File: src/rtl/uart_pkg.sv
// Shared types and widths for the UART baud scheduler and its period generator.
package uart_pkg;

   localparam int unsigned IBRD_W = 24;
   localparam int unsigned FBRD_W = 8;

   typedef enum logic [1:0] {
      IDLE = 2'd0,
      RUN  = 2'd1,
      PEND = 2'd2,
      LOAD = 2'd3
   } sched_state_e;

   typedef struct packed {
      logic [IBRD_W-1:0] ibrd;
      logic [FBRD_W-1:0] fbrd;
   } baud_div_t;

endpackage

File: src/rtl/uart_baud_sched_if.sv
// Control, divisor-write and tick/status bundle between the register side and the scheduler.
interface uart_baud_sched_if;
   import uart_pkg::*;

   logic              enable;
   logic              cfg_wr;
   logic [IBRD_W-1:0] cfg_ibrd;
   logic [FBRD_W-1:0] cfg_fbrd;
   logic              tx_busy;
   logic              rx_busy;
   logic              tick16;
   logic              tick_tx;
   logic              cfg_pending;
   logic              cfg_ack;
   logic              cfg_err;
   logic [IBRD_W-1:0] active_ibrd;
   logic [FBRD_W-1:0] active_fbrd;

   modport master (
      output enable, cfg_wr, cfg_ibrd, cfg_fbrd, tx_busy, rx_busy,
      input  tick16, tick_tx, cfg_pending, cfg_ack, cfg_err, active_ibrd, active_fbrd
   );

   modport slave (
      input  enable, cfg_wr, cfg_ibrd, cfg_fbrd, tx_busy, rx_busy,
      output tick16, tick_tx, cfg_pending, cfg_ack, cfg_err, active_ibrd, active_fbrd
   );

endinterface

File: src/rtl/uart_frac_period.sv
// Oversample period counter; with UART_BAUD_FRAC_EN a fractional accumulator stretches
// a period by one clock whenever the accumulated fraction overflows.
module uart_frac_period
   import uart_pkg::*;
(
   input  logic              clk_i,
   input  logic              rst_i,
   input  logic              clr_i,
   input  logic [IBRD_W-1:0] ibrd_i,
   input  logic [FBRD_W-1:0] fbrd_i,
   output logic              fire_o,
   output logic              tick_o
);
   localparam int unsigned CW = IBRD_W + 1;

   logic [IBRD_W-1:0] cnt_q, cnt_d;
   logic              tick_q;
   logic              carry;

`ifdef UART_BAUD_FRAC_EN
   logic [FBRD_W-1:0] acc_q;
   logic              carry_q;
   logic [FBRD_W:0]   sum;

   assign sum   = {1'b0, acc_q} + {1'b0, fbrd_i};
   assign carry = carry_q;

   // The carry produced at the end of one period lengthens the following one.
   always_ff @(posedge clk_i) begin
      if (rst_i || clr_i) begin
         acc_q   <= '0;
         carry_q <= 1'b0;
      end else if (fire_o) begin
         acc_q   <= sum[FBRD_W-1:0];
         carry_q <= sum[FBRD_W];
      end
   end
`else
   logic unused_fbrd;
   assign unused_fbrd = ^fbrd_i;
   assign carry       = 1'b0;
`endif

   // Compared in CW bits so ibrd = 2^24-1 plus a carry cannot wrap.
   assign fire_o = (CW'(cnt_q) + CW'(1)) == (CW'(ibrd_i) + CW'(carry));
   assign cnt_d  = fire_o ? '0 : cnt_q + 1'b1;
   assign tick_o = tick_q;

   always_ff @(posedge clk_i) begin
      if (rst_i || clr_i) begin
         cnt_q  <= '0;
         tick_q <= 1'b0;
      end else begin
         cnt_q  <= cnt_d;
         tick_q <= fire_o;
      end
   end

endmodule

File: src/rtl/uart_baud_sched.sv
// Baud scheduler: owns the active divisor, sequences divisor writes onto idle tick
// boundaries and divides tick16 down to tick_tx. Fractional timing needs UART_BAUD_FRAC_EN.
module uart_baud_sched
   import uart_pkg::*;
#(
   parameter int unsigned RESET_IBRD = 27,
   parameter int unsigned RESET_FBRD = 32,
   parameter int unsigned OVERSAMPLE = 16
) (
   input  logic             clock_i,
   input  logic             reset_i,
   uart_baud_sched_if.slave bus
);
   localparam int unsigned DIV_W = (OVERSAMPLE > 2) ? $clog2(OVERSAMPLE) : 1;

   sched_state_e state_q;
   baud_div_t    act_q, pend_q, wr_div;
   logic         pending_q, ack_q, err_q, tick_tx_q;
   logic [DIV_W-1:0] div_q;
   logic         tick16, fire, clr, wr_ok, wr_bad, go_load;

   assign wr_div  = '{ibrd: bus.cfg_ibrd, fbrd: bus.cfg_fbrd};
   assign wr_ok   = bus.cfg_wr && (bus.cfg_ibrd != '0);
   assign wr_bad  = bus.cfg_wr && (bus.cfg_ibrd == '0);
   assign go_load = (state_q == PEND) && bus.enable && tick16 && !bus.tx_busy && !bus.rx_busy;
   // Clearing on entry to LOAD makes the LOAD cycle the first clock of the new period.
   assign clr     = !bus.enable || (state_q == IDLE) || go_load;

   uart_frac_period u_period (
      .clk_i  (clock_i),
      .rst_i  (reset_i),
      .clr_i  (clr),
      .ibrd_i (act_q.ibrd),
      .fbrd_i (act_q.fbrd),
      .fire_o (fire),
      .tick_o (tick16)
   );

   always_ff @(posedge clock_i) begin
      if (reset_i) begin
         state_q   <= IDLE;
         act_q     <= '{ibrd: IBRD_W'(RESET_IBRD), fbrd: FBRD_W'(RESET_FBRD)};
         pend_q    <= '0;
         pending_q <= 1'b0;
         ack_q     <= 1'b0;
         err_q     <= 1'b0;
         tick_tx_q <= 1'b0;
         div_q     <= '0;
      end else begin
         ack_q     <= 1'b0;
         err_q     <= wr_bad;
         tick_tx_q <= fire && !clr && (div_q == DIV_W'(OVERSAMPLE - 1));
         if (clr)       div_q <= '0;
         else if (fire) div_q <= div_q + 1'b1;

         if (!bus.enable) begin
            // Stopped: nothing in flight, so any write (held or new) applies at once.
            state_q <= IDLE;
            if (pending_q || wr_ok) begin
               act_q     <= wr_ok ? wr_div : pend_q;
               ack_q     <= 1'b1;
               pending_q <= 1'b0;
            end
         end else begin
            unique case (state_q)
               IDLE: begin
                  state_q <= RUN;
                  if (wr_ok) begin
                     act_q <= wr_div;
                     ack_q <= 1'b1;
                  end
               end
               RUN: begin
                  if (wr_ok) begin
                     pend_q    <= wr_div;
                     pending_q <= 1'b1;
                     state_q   <= PEND;
                  end
               end
               PEND: begin
                  if (go_load) begin
                     act_q     <= pend_q;
                     ack_q     <= 1'b1;
                     pending_q <= 1'b0;
                     state_q   <= LOAD;
                  end
                  if (wr_ok) begin
                     pend_q    <= wr_div;
                     pending_q <= 1'b1;
                  end
               end
               LOAD: begin
                  if (wr_ok) begin
                     pend_q    <= wr_div;
                     pending_q <= 1'b1;
                  end
                  state_q <= (pending_q || wr_ok) ? PEND : RUN;
               end
               default: state_q <= IDLE;
            endcase
         end
      end
   end

   assign bus.tick16      = tick16;
   assign bus.tick_tx     = tick_tx_q;
   assign bus.cfg_pending = pending_q;
   assign bus.cfg_ack     = ack_q;
   assign bus.cfg_err     = err_q;
   assign bus.active_ibrd = act_q.ibrd;
   assign bus.active_fbrd = act_q.fbrd;

endmodule
File: src/flat_wrapper.sv
// flat-port wrapper written by rule: the top's interface ports become plain ports
module uart_baud_sched_flat import uart_pkg::*;
#(
   parameter int unsigned RESET_IBRD = 27,
   parameter int unsigned RESET_FBRD = 32,
   parameter int unsigned OVERSAMPLE = 16
)
  (clock_i, reset_i, bus_enable, bus_cfg_wr, bus_cfg_ibrd, bus_cfg_fbrd, bus_tx_busy, bus_rx_busy, bus_tick16, bus_tick_tx, bus_cfg_pending, bus_cfg_ack, bus_cfg_err, bus_active_ibrd, bus_active_fbrd);
  uart_baud_sched_if bus_i ();
  input  logic clock_i;
  input  logic reset_i;
  input wire logic [$bits(bus_i.enable)-1:0] bus_enable;
  input wire logic [$bits(bus_i.cfg_wr)-1:0] bus_cfg_wr;
  input wire logic [$bits(bus_i.cfg_ibrd)-1:0] bus_cfg_ibrd;
  input wire logic [$bits(bus_i.cfg_fbrd)-1:0] bus_cfg_fbrd;
  input wire logic [$bits(bus_i.tx_busy)-1:0] bus_tx_busy;
  input wire logic [$bits(bus_i.rx_busy)-1:0] bus_rx_busy;
  output wire logic [$bits(bus_i.tick16)-1:0] bus_tick16;
  output wire logic [$bits(bus_i.tick_tx)-1:0] bus_tick_tx;
  output wire logic [$bits(bus_i.cfg_pending)-1:0] bus_cfg_pending;
  output wire logic [$bits(bus_i.cfg_ack)-1:0] bus_cfg_ack;
  output wire logic [$bits(bus_i.cfg_err)-1:0] bus_cfg_err;
  output wire logic [$bits(bus_i.active_ibrd)-1:0] bus_active_ibrd;
  output wire logic [$bits(bus_i.active_fbrd)-1:0] bus_active_fbrd;
  assign bus_i.enable = bus_enable;
  assign bus_i.cfg_wr = bus_cfg_wr;
  assign bus_i.cfg_ibrd = bus_cfg_ibrd;
  assign bus_i.cfg_fbrd = bus_cfg_fbrd;
  assign bus_i.tx_busy = bus_tx_busy;
  assign bus_i.rx_busy = bus_rx_busy;
  assign bus_tick16 = bus_i.tick16;
  assign bus_tick_tx = bus_i.tick_tx;
  assign bus_cfg_pending = bus_i.cfg_pending;
  assign bus_cfg_ack = bus_i.cfg_ack;
  assign bus_cfg_err = bus_i.cfg_err;
  assign bus_active_ibrd = bus_i.active_ibrd;
  assign bus_active_fbrd = bus_i.active_fbrd;
  uart_baud_sched #(.RESET_IBRD(RESET_IBRD), .RESET_FBRD(RESET_FBRD), .OVERSAMPLE(OVERSAMPLE)) u_core (.clock_i(clock_i), .reset_i(reset_i), .bus(bus_i));
endmodule
File: config.mk
export PLATFORM = sky130hd
export DESIGN_NAME = uart_baud_sched_flat
export DESIGN_NICKNAME = d
export VERILOG_FILES = /design/src/rtl/uart_pkg.sv /design/src/rtl/uart_baud_sched_if.sv /design/src/rtl/uart_frac_period.sv /design/src/rtl/uart_baud_sched.sv /design/src/flat_wrapper.sv
export SDC_FILE = /design/constraint.sdc
export NUM_CORES = 1
export LEC_CHECK = 0
export CORE_MARGIN = 2
export CORE_UTILIZATION = 30
export CTS_CLUSTER_SIZE = 40
export DETAILED_ROUTE_END_ITERATION = 16
export DONT_BUFFER_PORTS = 1
export PLACE_DENSITY = 0.51
export SETUP_SLACK_MARGIN = 0.3
export SYNTH_ARGS = -nofsm -noshare
export SYNTH_HDL_FRONTEND = slang
export SYNTH_HIERARCHICAL = 1
export SYNTH_SLANG_ARGS = --single-unit
File: constraint.sdc
create_clock -name clock_i -period 3.8 [get_ports clock_i]
set_clock_uncertainty 0.2 [all_clocks]
set_input_delay 0.38 -clock clock_i [delete_from_list [all_inputs] [get_ports clock_i]]
set_output_delay 0.38 -clock clock_i [all_outputs]
set_load 0.02 [all_outputs]
After elaboration in Yosys (flattened, before gate mapping)
Cells that the tools add are included.
Widths: inputs -> output; s select.
{ "word_totals": {"reg_bits": 99, "latchBits": 0, "mem_bits_rw": 0, "rom_bits": 0, "inputBits": 38, "output_inout_bits": 37, "elab_cells": 79, "memories": 0} }
{ "op_classes": {"add_sub_neg": 3, "multipliers": 0, "div": 0, "n_lt_le_gt_ge": 0, "eq_ne": 13, "shifts": 0, "muxes": 21, "n_bitwise": 1, "n_reduce_logical": 29} }
{ "ops": {"columns": ["op", "count"], "rows": [
  ["$mux 32", 5],
  ["$pmux 32 s2", 1],
  ["$add 24x1->25 const B", 1],
  ["$eq 25x24->1", 1],
  ["$add 24x1->24 const B", 1],
  ["$logic_not 24->1", 1],
  ["$reduce_bool 24->1", 1],
  ["$ne 3x2->1 const B", 4],
  ["$mux 1", 9],
  ["$logic_and 1x1->1", 8],
  ["$pmux 2 s4", 1],
  ["$reduce_and 4->1", 2],
  ["$reduce_or 2->1", 4],
  ["$mux 2", 3],
  ["$add 4x1->4 const B", 1],
  ["$eq 2x2->1 const B", 2],
  ["$eq 4x4->1 const B", 1],
  ["$logic_not 1->1", 4],
  ["$logic_or 1x1->1", 4],
  ["$ne 2x1->1 const B", 2],
  ["$ne 4x2->1 const B", 1],
  ["$pmux 1 s2", 2],
  ["$reduce_and 2->1", 2],
  ["$ne 3x1->1 const B", 1],
  ["5 further kinds", 5]
]} }

Depth between registers and ports, before layout
Gate-level depths: netlist of the first run.
{ "depth": {"word_depth": 9, "mapped_depth": 12, "mapped_depth_nobuf": 11} }

Cells and area by module
Netlist of the first run, hierarchy kept.
{ "modules_own_cells": {"columns": ["mod", "instances", "cells_per_inst", "area_each_um2"], "rows": [
  ["uart_baud_sched", 1, 412, 3226.8],
  ["uart_frac_period", 1, 277, 2264.7]
]} }

Worst setup path before layout of the first run
No wires, ideal clock.
{ "synth_timing": {"path_kind": "register -> register", "startpoint": "register u_core.u_period.cnt_q[0]", "endpoint": "register u_core.div_q[3]", "setup_time_ps": 118, "t_arrival_ps": 2857, "slack_ps": 626, "stages_incl_launch_ff": 11, "path_buffers": 0, "synth_period_minus_slack_ps": 3174, "path_cell_list": "dfxtp_1 ha_1 nand3_2 nor4_1 mux2i_1 o21ai_0 nor4_1 nor3b_1 nand4_1 xor2_1 nor2_1"} }
{ "synth_between": {"elab_chain_len": 2} }
{ "synth_lines": {"columns": ["element", "line", "text"], "rows": [
  ["start: declaration", "uart_frac_period.sv:16", "logic [IBRD_W-1:0] cnt_q, cnt_d;"],
  ["start signal: assignment", "uart_frac_period.sv:54", "cnt_q <= cnt_d;"],
  ["$add 24x1->25", "uart_frac_period.sv:45", "assign fire_o = (CW'(cnt_q) + CW'(1)) == (CW'(ibrd_i) + CW'(carry));"],
  ["$eq 25x24->1", "uart_frac_period.sv:45", null],
  ["via u_core.fire", "uart_baud_sched.sv:20", "logic tick16, fire, clr, wr_ok, wr_bad, go_load;"],
  ["end signal: assignment", "uart_baud_sched.sv:54", "else if (fire) div_q <= div_q + 1'b1;"],
  ["end: declaration", "uart_baud_sched.sv:19", "logic [DIV_W-1:0] div_q;"]
]} }
The timed path passes the listed nets, and every way through them passes these cells.
A chain may end at the register's enable or synchronous reset.

Worst setup path in the final report of the first run
{ "layout_timing": {"startpoint": "register u_core.u_period.cnt_q[8]", "endpoint": "register u_core.div_q[3]"} }
The elaborated chain is that of the path after synthesis.

==> results of run 1 <==
## power by group through the flow
stage,combinational (W),clock [W],sequential [W]
detailed placement,0.000231,0,0.00119
finish,0.000277,0.00101,0.00117
CTS,0.000275,0.00104,0.00117
global placement,0.000229,0,0.00119
floorplan,0.000186,0,0.00116
global route,0.000305,0.00108,0.00117
## cell usage in the layout (no fill, tap or decap), drive strengths merged, types with 5 or more instances in the layout
| master | instances |
|---|---|
| a21o | 12 |
| a21oi | 72 |
| a31oi | 21 |
| and3 | 9 |
| buf | 20 |
| clkbuf | 11 |
| dfxtp | 99 |
| dlygate4sd3 | 35 |
| inv | 11 |
| nand2 | 139 |
| nand2b | 5 |
| nand3 | 16 |
| nand4 | 15 |
| nor2 | 30 |
| nor3 | 36 |
| nor4 | 16 |
| o211ai | 15 |
| o21ai | 29 |
| or4 | 6 |
| xnor2 | 27 |
| xor2 | 17 |
## through the flow
stage | instance area, um2 | setup slack, ns | util | hold WS (ns)
2_1_floorplan | 5490 | 0.626 | - | 0.236
3_3_place_gp | 5700 | 0.380 | 0.317 | 0.236
6_report | 6420 | 0.569 | 0.357 | 0.0126
3_5_place_dp | 5700 | 0.386 | 0.317 | 0.244
5_1_grt | 6420 | 0.332 | 0.357 | 0.0224
4_1_cts | 6390 | 0.365 | 0.356 | 0.000467
## area by class of cell
class / instances / area, um2
inverters: 9 / 33.8
clock inverters: 5 / 82.6
fillers: 1854 / 11500
flip-flops and latches: 99 / 1980
well taps: 229 / 287
clock buffers: 11 / 243
multi-input cells: 535 / 3270
repair buffers: 55 / 526
## worst max-delay path, stage by stage, from the launching register on
cell	delay [ns]
dfxtp_1	0.65
nand3_2	0.27
nor4_1	0.34
buf_4	0.18
mux2i_1	0.21
o21ai_0	0.19
nor4_1	0.35
nor3b_1	0.24
buf_4	0.18
nand4_1	0.10
xor2_1	0.14
nor2_1	0.05
## path summary, 6_finish.rpt
kind | endpoint | slack [ns] | cells past startpoint
max reg2reg | u_core/div_q[3]$_SDFFE_PP0P_ | 0.57 | 11
min reg2reg | u_core/pend_q[8]$_SDFFE_PP0P_ | 0.26 | 2
min | u_core/bus.active_ibrd[16]$_SDFFE_PP0P_ | 0.01 | 2
max | u_core/div_q[3]$_SDFFE_PP0P_ | 0.57 | 11
## timing repair
item / CTS / global route
setup endpoints to repair: 0 / 28
hold endpoints to repair: 66 / 0
hold buffers: 36 / 0
resized for setup: 0 / 6
## flip-flops by register name, indices dropped and copies added (netlist names)
signal,cells
u_core/bus.active_fbrd,8
u_core/bus.active_ibrd,24
u_core/bus.cfg_ack,1
u_core/bus.cfg_err,1
u_core/bus.cfg_pending,1
u_core/bus.tick_tx,1
u_core/div_q,4
u_core/pend_q,32
u_core/state_q,2
u_core/u_period/cnt_q,24
u_core/u_period/tick_o,1
## per-layer routing
| metal | wire length (um) | global-route usage |
|---|---|---|
| met1 | 8070 | 0.237 |
| met2 | 8940 | 0.313 |
| met3 | 1090 | 0.0485 |
| met4 | 294 | 0.0484 |
| met5 | 0 | 0 |
## cells by family (layout without fill, tap and decap cells)
logic type,Yosys count,in the layout,synth area share
and+or+nand+nor,303,303,0.291
AOI/OAI and AO/OA,179,179,0.202
DFF,99,99,0.361
buffers and inverters,55,80,0.0510
xor gates and xnor gates,47,47,0.0827
muxes,4,4,0.00752
adders and majority gates,2,2,0.00456
==> results.md, run 1 <==
* Vias in the first global route at 4980
* Top FF cell, synth: dfxtp_1
* Max Fclk at 310 MHz
* Clock Root Buffer: clkbuf_16
* First-pass GRT wire length at around 29 mm
* Internal at 0.00180 W
* Setup crit end kind: flop
* Worst Hold Launch: bus_cfg_ibrd[16]
* Ys async rst share at 0
* GP Congestion at just over 0.9
* Syn. warnings at 6
* Clk buf depth at 2
* Main area contributors after synthesis: dfxtp_1, nand2_1, a21oi_1
* Max-cap violation count at 0
* Clk slew on worst S/H paths at approximately 0.070 ns
* DP HPWL at approximately 13 mm
* ANT nets after route at 0
* Worst path required time at 3.83 ns
* Critical R2R Launch: u_core/u_period/cnt_q[8]$_SDFF_PP0_
* Number of distinct library cells after synthesis at 71
* Synth Cell Area at 5490 um2
* Critical path launch point type: flop
* Largest net degree at the start of global routing at 47
* Clock buffer count from CTS at 9
* Unrepaired setup endpoints after global routing: false
* Yosys top cell by area: dfxtp_1
* Sw power at 0.000659 W
* Area fraction of the dominant cell type after synthesis at 0.361
* Fin crit share at 0.850
* Cells after synthesis at slightly below 700
* Leakage at 2.16 nW
* Combinational Power Share at 0.113
* Syn_area_per_cell at roughly 8.0 um2
* Final hold violation count at 0
* Rel. slew slack at 0.231
* Peak VDD IR at ~200 uV
* Drt total wl at 18.4 mm
* Clock power share at 0.413
* Number of remaining DRC errors at 0
* Final Critical Period at roughly 3.2 ns
* Outcome: finished, final reports clean
* Area Overhead vs Synth at 16.9%
* Fin. max-slew vios at 0
* Post-CTS Setup Bufs at 0
* #FFs+latches synth at a little under 100
* Non-filler instance count after layout at 943
* Count leader, synth: nand2_1
* Initial Utilization at 0.306
* Post-synth EDFFs at 0
* Initial antenna violation count at 0
* Top cells by count, synth: nand2_1, dfxtp_1, a21oi_1
* 1st-iter DRT viols at 311
* Grt ovf at 0
* Sw Share at 0.268
* Final nets at 749
* Top-level I/O count at 75
* Die Y at between 100 and 150 um
* Vias per cell at between 5 and 6
* # H-tree levels at 3
* Die area at 19400 um2
* Pwr Density at between 300 and 400 nW/um2
* Final setup viols at 0
* Antenna diodes at 0
* Placed insts at just under 900
* Worst-path fanout max at 13
* Core Region at between 15000 and 20000 um2
* Proportion of synthesized chip area in sequential cells at 0.361
* Share of layout cells above drive strength 1 at 0.0994
* Drt first pass iters at 5
* CP Data Arrival Time at around 3.3 ns
* Number of buffers added on ports at 0
* Clk Latency, worst-skew pair at 0.35 ns
* FP Rows at 49
* DR vias at roughly 5200
* Overall Global Routing Usage at 0.186
* HP Class: primary input to flop
* Seq pwr share at 0.475
* Critical Path Start: u_core/u_period/cnt_q[8]$_SDFF_PP0_
* Worst slew pin tran at roughly 1.2 ns
* Mapped Nets at roughly 730
* Total Power at ~0.0025 W
* CTS tree: done
* WS Path Type: flop to flop
* Routed len/inst at approximately 20 um
* CTS Sinks at 99
* Setup TNS at 0 ns
* Die W at about 140 um
(Power assumes the default switching activity.)
==> inputs of run 2 (changes only) <==
Settings changed: ABC_AREA set to 1.
==> run 2 against run 1 <==
- maximum frequency grew 10%
- critical path depth grew 4
- worst hold slack gained 0.0078 ns
- flip-flop and latch count is the same
- power grew 5.5%
- cell count grew 40%
- global-route usage shrank 1.8 points
- sequential power grew 5%
- clock power shrank 6%
- via count grew 17%
- area after synthesis grew 16%
- non-clock buffer count shrank 46
- critical endpoint unchanged
- largest power group unchanged
==> results.md, run 2 <==
* First-pass GRT wire length at 29.5 mm (+3.4%)
* Drt total wl at 18.1 mm (-1.5%)
* Top-level I/O count at 75 (unchanged)
* Fin crit share at 0.771 (-0.0790)
* Initial Utilization at 0.304 (-0.00167)
* GP Congestion at 0.849 (-9.0%)
* Die W at 150 um (+7.5%)
* DP HPWL at 12.8 mm (-1.3%)
* Yosys top cell by area: dfxtp_1
* CP max stage delay at 0.41 ns (-0.24 ns)
* ANT nets after route at 0 (unchanged)
* Syn_area_per_cell at 5.95 um2 (-25%)
* CTS tree: done
* Critical path cell sequence: ha_1 > nand2_2 > nor2_4 > nand2_1 > nor2_1 > nand2_1 > xor2_1 > nand2_1 > a21oi_1 > nand3b_1 > nor2_1 > nand2_1 > nor3_1 > xor2_1 > nor2_1
* HP Class: primary input to flop
* Routed met1 length at 8.97 mm (+11%)
* WL met3 at 900 um (-17%)
* Share of layout cells above drive strength 1 at 0.0391 (-0.0604)
* Count leader, synth: nand2_1
* Area Overhead vs Synth at 7.33%
* Vias per cell at 4.59 (-17%)
* Unrepaired setup endpoints after global routing: false
* Setup TNS at 0 ns (unchanged)
* Die area at 22400 um2 (+16%)
* FP Rows at 53 (+8.2%)
* Syn. warnings at 6 (unchanged)
* Largest net degree at the start of global routing at 66 (+40%)
* Die Y at 150 um (+7.5%)
* Vias in the first global route at 5544 (+11%)
* Proportion of synthesized chip area in sequential cells at 0.311 (-0.0498)
* Number of distinct library cells after synthesis at 37 (-48%)
* Fin. max-slew vios at 0 (unchanged)
* Hold_buf cts at 3 (-92%)
* Max reg flops at 32 (unchanged)
* Hold path endpoint: u_core/u_period/tick_o$_SDFF_PP0_
* Rel. slew slack at 0.505 (+0.274)
* Cells after synthesis at 1071 (+55%)
* Worst-path fanout max at 6 (-7)
* Fillers at 2409 (+30%)
* Pwr Density at 379 nW/um2 (-0.96%)
* Outcome: finished, final reports clean
* CP Buf/Inv Count at 0 (-2)
* Clk Latency, worst-skew pair at 0.35 ns (about the same)
* Clk buf depth at 2 (unchanged)
* Number of buffers added on ports at 0 (unchanged)
* Number of remaining DRC errors at 0 (unchanged)
* Cts repair resizes at 0 (unchanged)
* Initial antenna violation count at 0 (unchanged)
* WS Path Type: flop to flop
* CTS Sinks at 99 (unchanged)
* Area occupied by multi-input gates at 3480 um2 (+6.6%)
* Met2 Routed Length at 8.06 mm (-9.8%)
* FF/Latch Area at 1980 um2 (unchanged)
* Commonest non-fill, non-tap cell in the layout: nand2_1
* Peak VDD IR at 165 uV (-17%)
* Top cells by count, synth: nand2_1, inv_1, nor2_1
* 1st-iter DRT viols at 386 (+24%)
* Antenna diodes at 0 (unchanged)
* Worst path required time at 3.84 ns (about the same)
* Worst Hold Launch: reset_i
* Clock buffer count from CTS at 9 (unchanged)
* Top FF cell, synth: dfxtp_1
* Routed len/inst at 13.7 um (-30%)
* Final nets at 1084 (+45%)
* Reg2Reg Setup Slack at 0.87 ns (+0.30 ns)
* Final setup viols at 0 (unchanged)
* Non-filler instance count after layout at 1324 (+40%)
* Synth Cell Area at 6370 um2 (+16%)
* Post-synth EDFFs at 0 (unchanged)
* DR vias at 6081 (+17%)
* Mapped Nets at 1111 (+52%)
* Final hold violation count at 0 (unchanged)
* Main area contributors after synthesis: dfxtp_1, nand2_1, inv_1
* Worst flop-to-flop path endpoint: u_core/div_q[3]$_SDFFE_PP0P_
* Clock Root Buffer: clkbuf_16
* Worst reg-to-reg path cell count at 15 (+4)
* Commonest non-fill, non-tap cells in the layout: nand2_1, inv_1, nor2_1, nand3_1, dfxtp_1
* Clk slew on worst S/H paths at 0.07 ns (about the same)
* # H-tree levels at 3 (unchanged)
* Ys async rst share at 0 (unchanged)
* Setup crit end kind: flop
* Core Region at 21000 um2 (+17%)
* Placed insts at 1305 (+46%)
* Overall Global Routing Usage at 0.168 (-0.0184)
* CP Data Arrival Time at 2.97 ns (-0.29 ns)
* Reg with most FFs: u_core/pend_q
* Max-cap violation count at 0 (unchanged)
* CP max-delay cell: dfxtp_1
* Area fraction of the dominant cell type after synthesis at 0.311 (-0.0498)
* #FFs+latches synth at 99 (unchanged)
* Post-CTS Setup Bufs at 0 (unchanged)
* Most used cell, CP: nand2_1
* Critical path's top delay family: simple AND/OR/NAND/NOR gates
* Worst slew pin tran at 0.741 ns (-0.412 ns)
* Leakage at 3.24 nW (+50%)
* Final Critical Period at 2.93 ns (-0.300 ns)
* Drt first pass iters at 5 (unchanged)
* Grt ovf at 0 (unchanged)
* Critical R2R Launch: u_core/u_period/cnt_q[0]$_SDFF_PP0_
* Max Fclk at 341 MHz (+10%)
* Highest metal layer with signal wires: met4
* Critical path launch point type: flop
* WHS Path Cells at 3 (+1)
run 2: changes by cell type after synthesis, sizes merged, moves of 9 or more:
cell    before  now
inv          9  178
xor2        17    6
nand2      139  338
xnor2       27    3
o211ai      15   32
nand4       15    6
nor3        36    6
and3         9    0
nand3       16  109
a21oi       72   36
a31oi       21    0
nor4        16    1
nor2        30  153
a21o        12    1
run 2: final cells by class:
type                    instances  area share
repair buffers                  9      0.0110
inverters                     178      0.0977
multi-input cells             747       0.509
clock inverters                 2     0.00512
flip-flops and latches         99       0.290
clock buffers                  14      0.0371
well taps                     275      0.0503
run 2: per-layer routing:
metal / track usage / up-vias
met4: 0.0392 / 0
li1: - / 3257
met5: 0 / -
met3: 0.0375 / 15
met1: 0.237 / 2709
met2: 0.259 / 100
run 2: cells by family after synthesis:
group,count (synthesis),synth area share
xor+xnor,13,0.0273
simple gates,627,0.417
buf+inv,225,0.144
fa+ha+maj,2,0.00393
compound gates,105,0.0960
flops,99,0.311
run 2: tightest hold or removal path, cell delays in order:
cell and delay, ns:
nor2_1 0.05, inv_1 0.06, nor2_1 0.04
run 2: worst max path at each step:
stage / to / start / cells past startpoint / slack [ns]
CTS: u_core/div_q[3]$_SDFFE_PP0P_ / u_core/u_period/cnt_q[0]$_SDFF_PP0_ / 17 / 0.85
floorplan: u_core/div_q[3]$_SDFFE_PP0P_ / u_core/u_period/cnt_q[0]$_SDFF_PP0_ / 17 / 1.24
finish: u_core/div_q[3]$_SDFFE_PP0P_ / u_core/u_period/cnt_q[0]$_SDFF_PP0_ / 15 / 0.87
global placement: u_core/div_q[3]$_SDFFE_PP0P_ / u_core/u_period/cnt_q[0]$_SDFF_PP0_ / 17 / 0.91
detailed placement: u_core/div_q[3]$_SDFFE_PP0P_ / u_core/u_period/cnt_q[0]$_SDFF_PP0_ / 17 / 0.86
global route: u_core/div_q[3]$_SDFFE_PP0P_ / u_core/u_period/cnt_q[0]$_SDFF_PP0_ / 15 / 0.52
run 2: power breakdown:
group	total, W	internal [W]	switching, W
clock network	0.000949	0.000530	0.000418
registers	0.00123	0.00110	0.000127
logic	0.000411	0.000149	0.000262
total	0.00259	0.00178	0.000807
run 2: stage by stage:
step	area (um2)	utilization	setup slack [ns]	total power [W]	hold slack [ns]
floorplan	6370	-	1.24	0.00157	0.241
global placement	6520	0.311	0.908	0.00167	0.254
detailed placement	6520	0.311	0.859	0.00167	0.257
CTS	6840	0.326	0.849	0.00263	0.0109
global route	6840	0.326	0.516	0.00275	0.0333
finish	6840	0.326	0.870	0.00259	0.0204
==> inputs of run 3 (changes only) <==
Clock period 3.8 ns to 2.7 ns, I/O delays scaled along.
==> run 3 against run 2 <==
- die area stayed put
- maximum frequency rose by 12%
- global-route usage rose by 0.38 points
- design area rose by 6.7%
- non-clock buffer count up 23
- combinational power rose by 58%
- core utilization rose by 2.2 points
- register-to-register slack got worse by 0.78 ns
- sequential share of layout area shrank 1.7 points
- first-iteration DRC count is 11% lower
- count of clock-buffer cells in the layout down 3
- critical path type unchanged
==> results.md, run 3 (synthesized netlist as in run 2, its figures left out) <==
* Outcome: finished, final reports clean
* Number of buffers added on ports at 0 (unchanged)
* Vias in the first global route at 5688 (+2.6%)
* Setup crit end kind: flop
* Non-filler instance count after layout at 1350 (+2.0%)
* WHS Path Cells at 4 (+1)
* CP Data Arrival Time at 2.64 ns (-0.33 ns)
* Clk slew on worst S/H paths at 0.07 ns (about the same)
* Initial antenna violation count at 0 (unchanged)
* Number of remaining DRC errors at 0 (unchanged)
* Clock Root Buffer: clkbuf_16
* Share of layout cells above drive strength 1 at 0.103 (+0.0642)
* Pwr Density at 497 nW/um2 (+31%)
* # H-tree levels at 3 (unchanged)
* WS Path Type: flop to flop
* Reg2Reg Setup Slack at 0.09 ns (-0.78 ns)
* Worst-path fanout max at 6 (unchanged)
* Die area at 22400 um2 (unchanged)
* Critical path launch point type: flop
* Clock buffer count from CTS at 9 (unchanged)
* Max-cap violation count at 0 (unchanged)
* Fillers at 2396 (-0.54%)
* Routed len/inst at 13.9 um (+1.9%)
* Overall Global Routing Usage at 0.171 (+0.00380)
* Leakage at 3.47 nW (+6.9%)
* Worst slew pin tran at 0.962 ns (+0.221 ns)
* CTS Sinks at 99 (unchanged)
* Commonest non-fill, non-tap cell in the layout: nand2_1
* Area Overhead vs Synth at 14.5%
* DP HPWL at 13.1 mm (+2.2%)
* Vias per cell at 4.65 (+1.2%)
* 1st-iter DRT viols at 344 (-11%)
* Core Region at 21000 um2 (unchanged)
* Final setup viols at 0 (unchanged)
* Die Y at 150 um (unchanged)
* GP Congestion at 0.859 (+1.1%)
* Final Critical Period at 2.61 ns (-0.323 ns)
* Rel. slew slack at 0.358 (-0.147)
* Clk buf depth at 2 (unchanged)
* CTS tree: done
* DR vias at 6277 (+3.2%)
* FP Rows at 53 (unchanged)
* Worst path required time at 2.73 ns (-1.11 ns)
* Max Fclk at 384 MHz (+12%)
* Grt ovf at 0 (unchanged)
* Top-level I/O count at 75 (unchanged)
* Final nets at 1110 (+2.4%)
* Unrepaired setup endpoints after global routing: true
* Max reg flops at 32 (unchanged)
* Setup TNS at 0 ns (unchanged)
* Drt total wl at 18.8 mm (+3.9%)
* Antenna diodes at 0 (unchanged)
* First-pass GRT wire length at 30.1 mm (+1.9%)
* Clk Latency, worst-skew pair at 0.35 ns (about the same)
* Final core occ at 0.348 (+0.0219)
* Final hold violation count at 0 (unchanged)
* Initial Utilization at 0.304 (unchanged)
* Largest net degree at the start of global routing at 66 (unchanged)
* Reg with most FFs: u_core/pend_q
* Peak VDD IR at 356 uV (+120%)
* Commonest non-fill, non-tap cells in the layout: nand2_1, inv_1, nor2_1, nand3_1, dfxtp_1
* Worst reg-to-reg path cell count at 18 (+3)
* Fin. max-slew vios at 0 (unchanged)
* Final hold slack at 0.0385 ns (+0.0181 ns)
* Die W at 150 um (unchanged)
* Drt first pass iters at 5 (unchanged)
* Placed insts at 1318 (+1.0%)
* HP Class: primary input to flop
* Fin crit share at 0.966 (+0.194)
* ANT nets after route at 0 (unchanged)
[run 3: cell types whose count changed in the layout (fill, tap and decap cells not counted), sizes merged]
cell      change
buf          +23
bufinv        -1
clkbuf        -3
clkinv        +3
clkinvlp      +1
nand2         +3
[run 3: critical path: stages (launching register included)]
cell and delay, ns:
dfxtp_4 0.37, ha_4 0.15, nand2_4 0.06, nor2_4 0.19, nand2_2 0.11, nor2_4 0.18
nand2_2 0.07, nand2_2 0.09, buf_6 0.10, buf_6 0.08, buf_6 0.08, nand3b_1 0.08
nor3b_2 0.16, nand3b_1 0.12, nor2_4 0.06, buf_6 0.13, nand2_4 0.07, xor2_1 0.14
nor2_1 0.05
[run 3: cell type report]
type,instances,area (um2),area share
sequential,99,1990,0.273
inverter,178,668,0.0916
clock buffer,11,243,0.0333
clock inverter,5,38.8,0.00532
tap,275,344,0.0472
multi-input combinational,750,3730,0.511
timing repair buffer,32,279,0.0382
[run 3: final timing paths]
kind,start,endpoint
max,u_core/u_period/cnt_q[0]$_SDFF_PP0_,u_core/div_q[2]$_SDFFE_PP0P_
min,bus_enable,u_core/bus.cfg_pending$_SDFFE_PP0P_
max reg2reg,u_core/u_period/cnt_q[0]$_SDFF_PP0_,u_core/div_q[2]$_SDFFE_PP0P_
min reg2reg,u_core/div_q[3]$_SDFFE_PP0P_,u_core/bus.tick_tx$_SDFF_PP0_
[run 3: repair_timing]
| action | CTS | global route |
|---|---|---|
| resized for setup | 21 | 34 |
| pin swaps | 7 | 6 |
| hold buffers | 3 | 0 |
| setup buffers | 5 | 5 |
| setup endpoints to repair | 29 | 30 |
| endpoints found under the hold margin | 4 | 0 |
| cloned | 2 | 1 |
[run 3: per-layer routing]
layer	wire length (um)	part of all wire	track usage
met5	0	0	0
met4	205	0.011	0.0476
met3	1100	0.059	0.0421
met2	8490	0.45	0.269
met1	9020	0.48	0.234
[run 3: through the flow]
| stage | setup WS (ns) | total power (W) | cell area (um2) |
|---|---|---|---|
| floorplan | 0.301 | 0.00221 | 6400 |
| global placement | 0.0666 | 0.00237 | 6660 |
| detailed placement | 0.0108 | 0.00237 | 6660 |
| CTS | 0.159 | 0.00368 | 7120 |
| global route | -0.0331 | 0.00385 | 7300 |
| finish | 0.0929 | 0.00363 | 7300 |
[run 3: power breakdown]
part,switching [W],internal (W)
Combinational,0.000409,0.000239
Sequential,0.000159,0.00155
Clock,0.000616,0.000656
Total,0.00118,0.00245
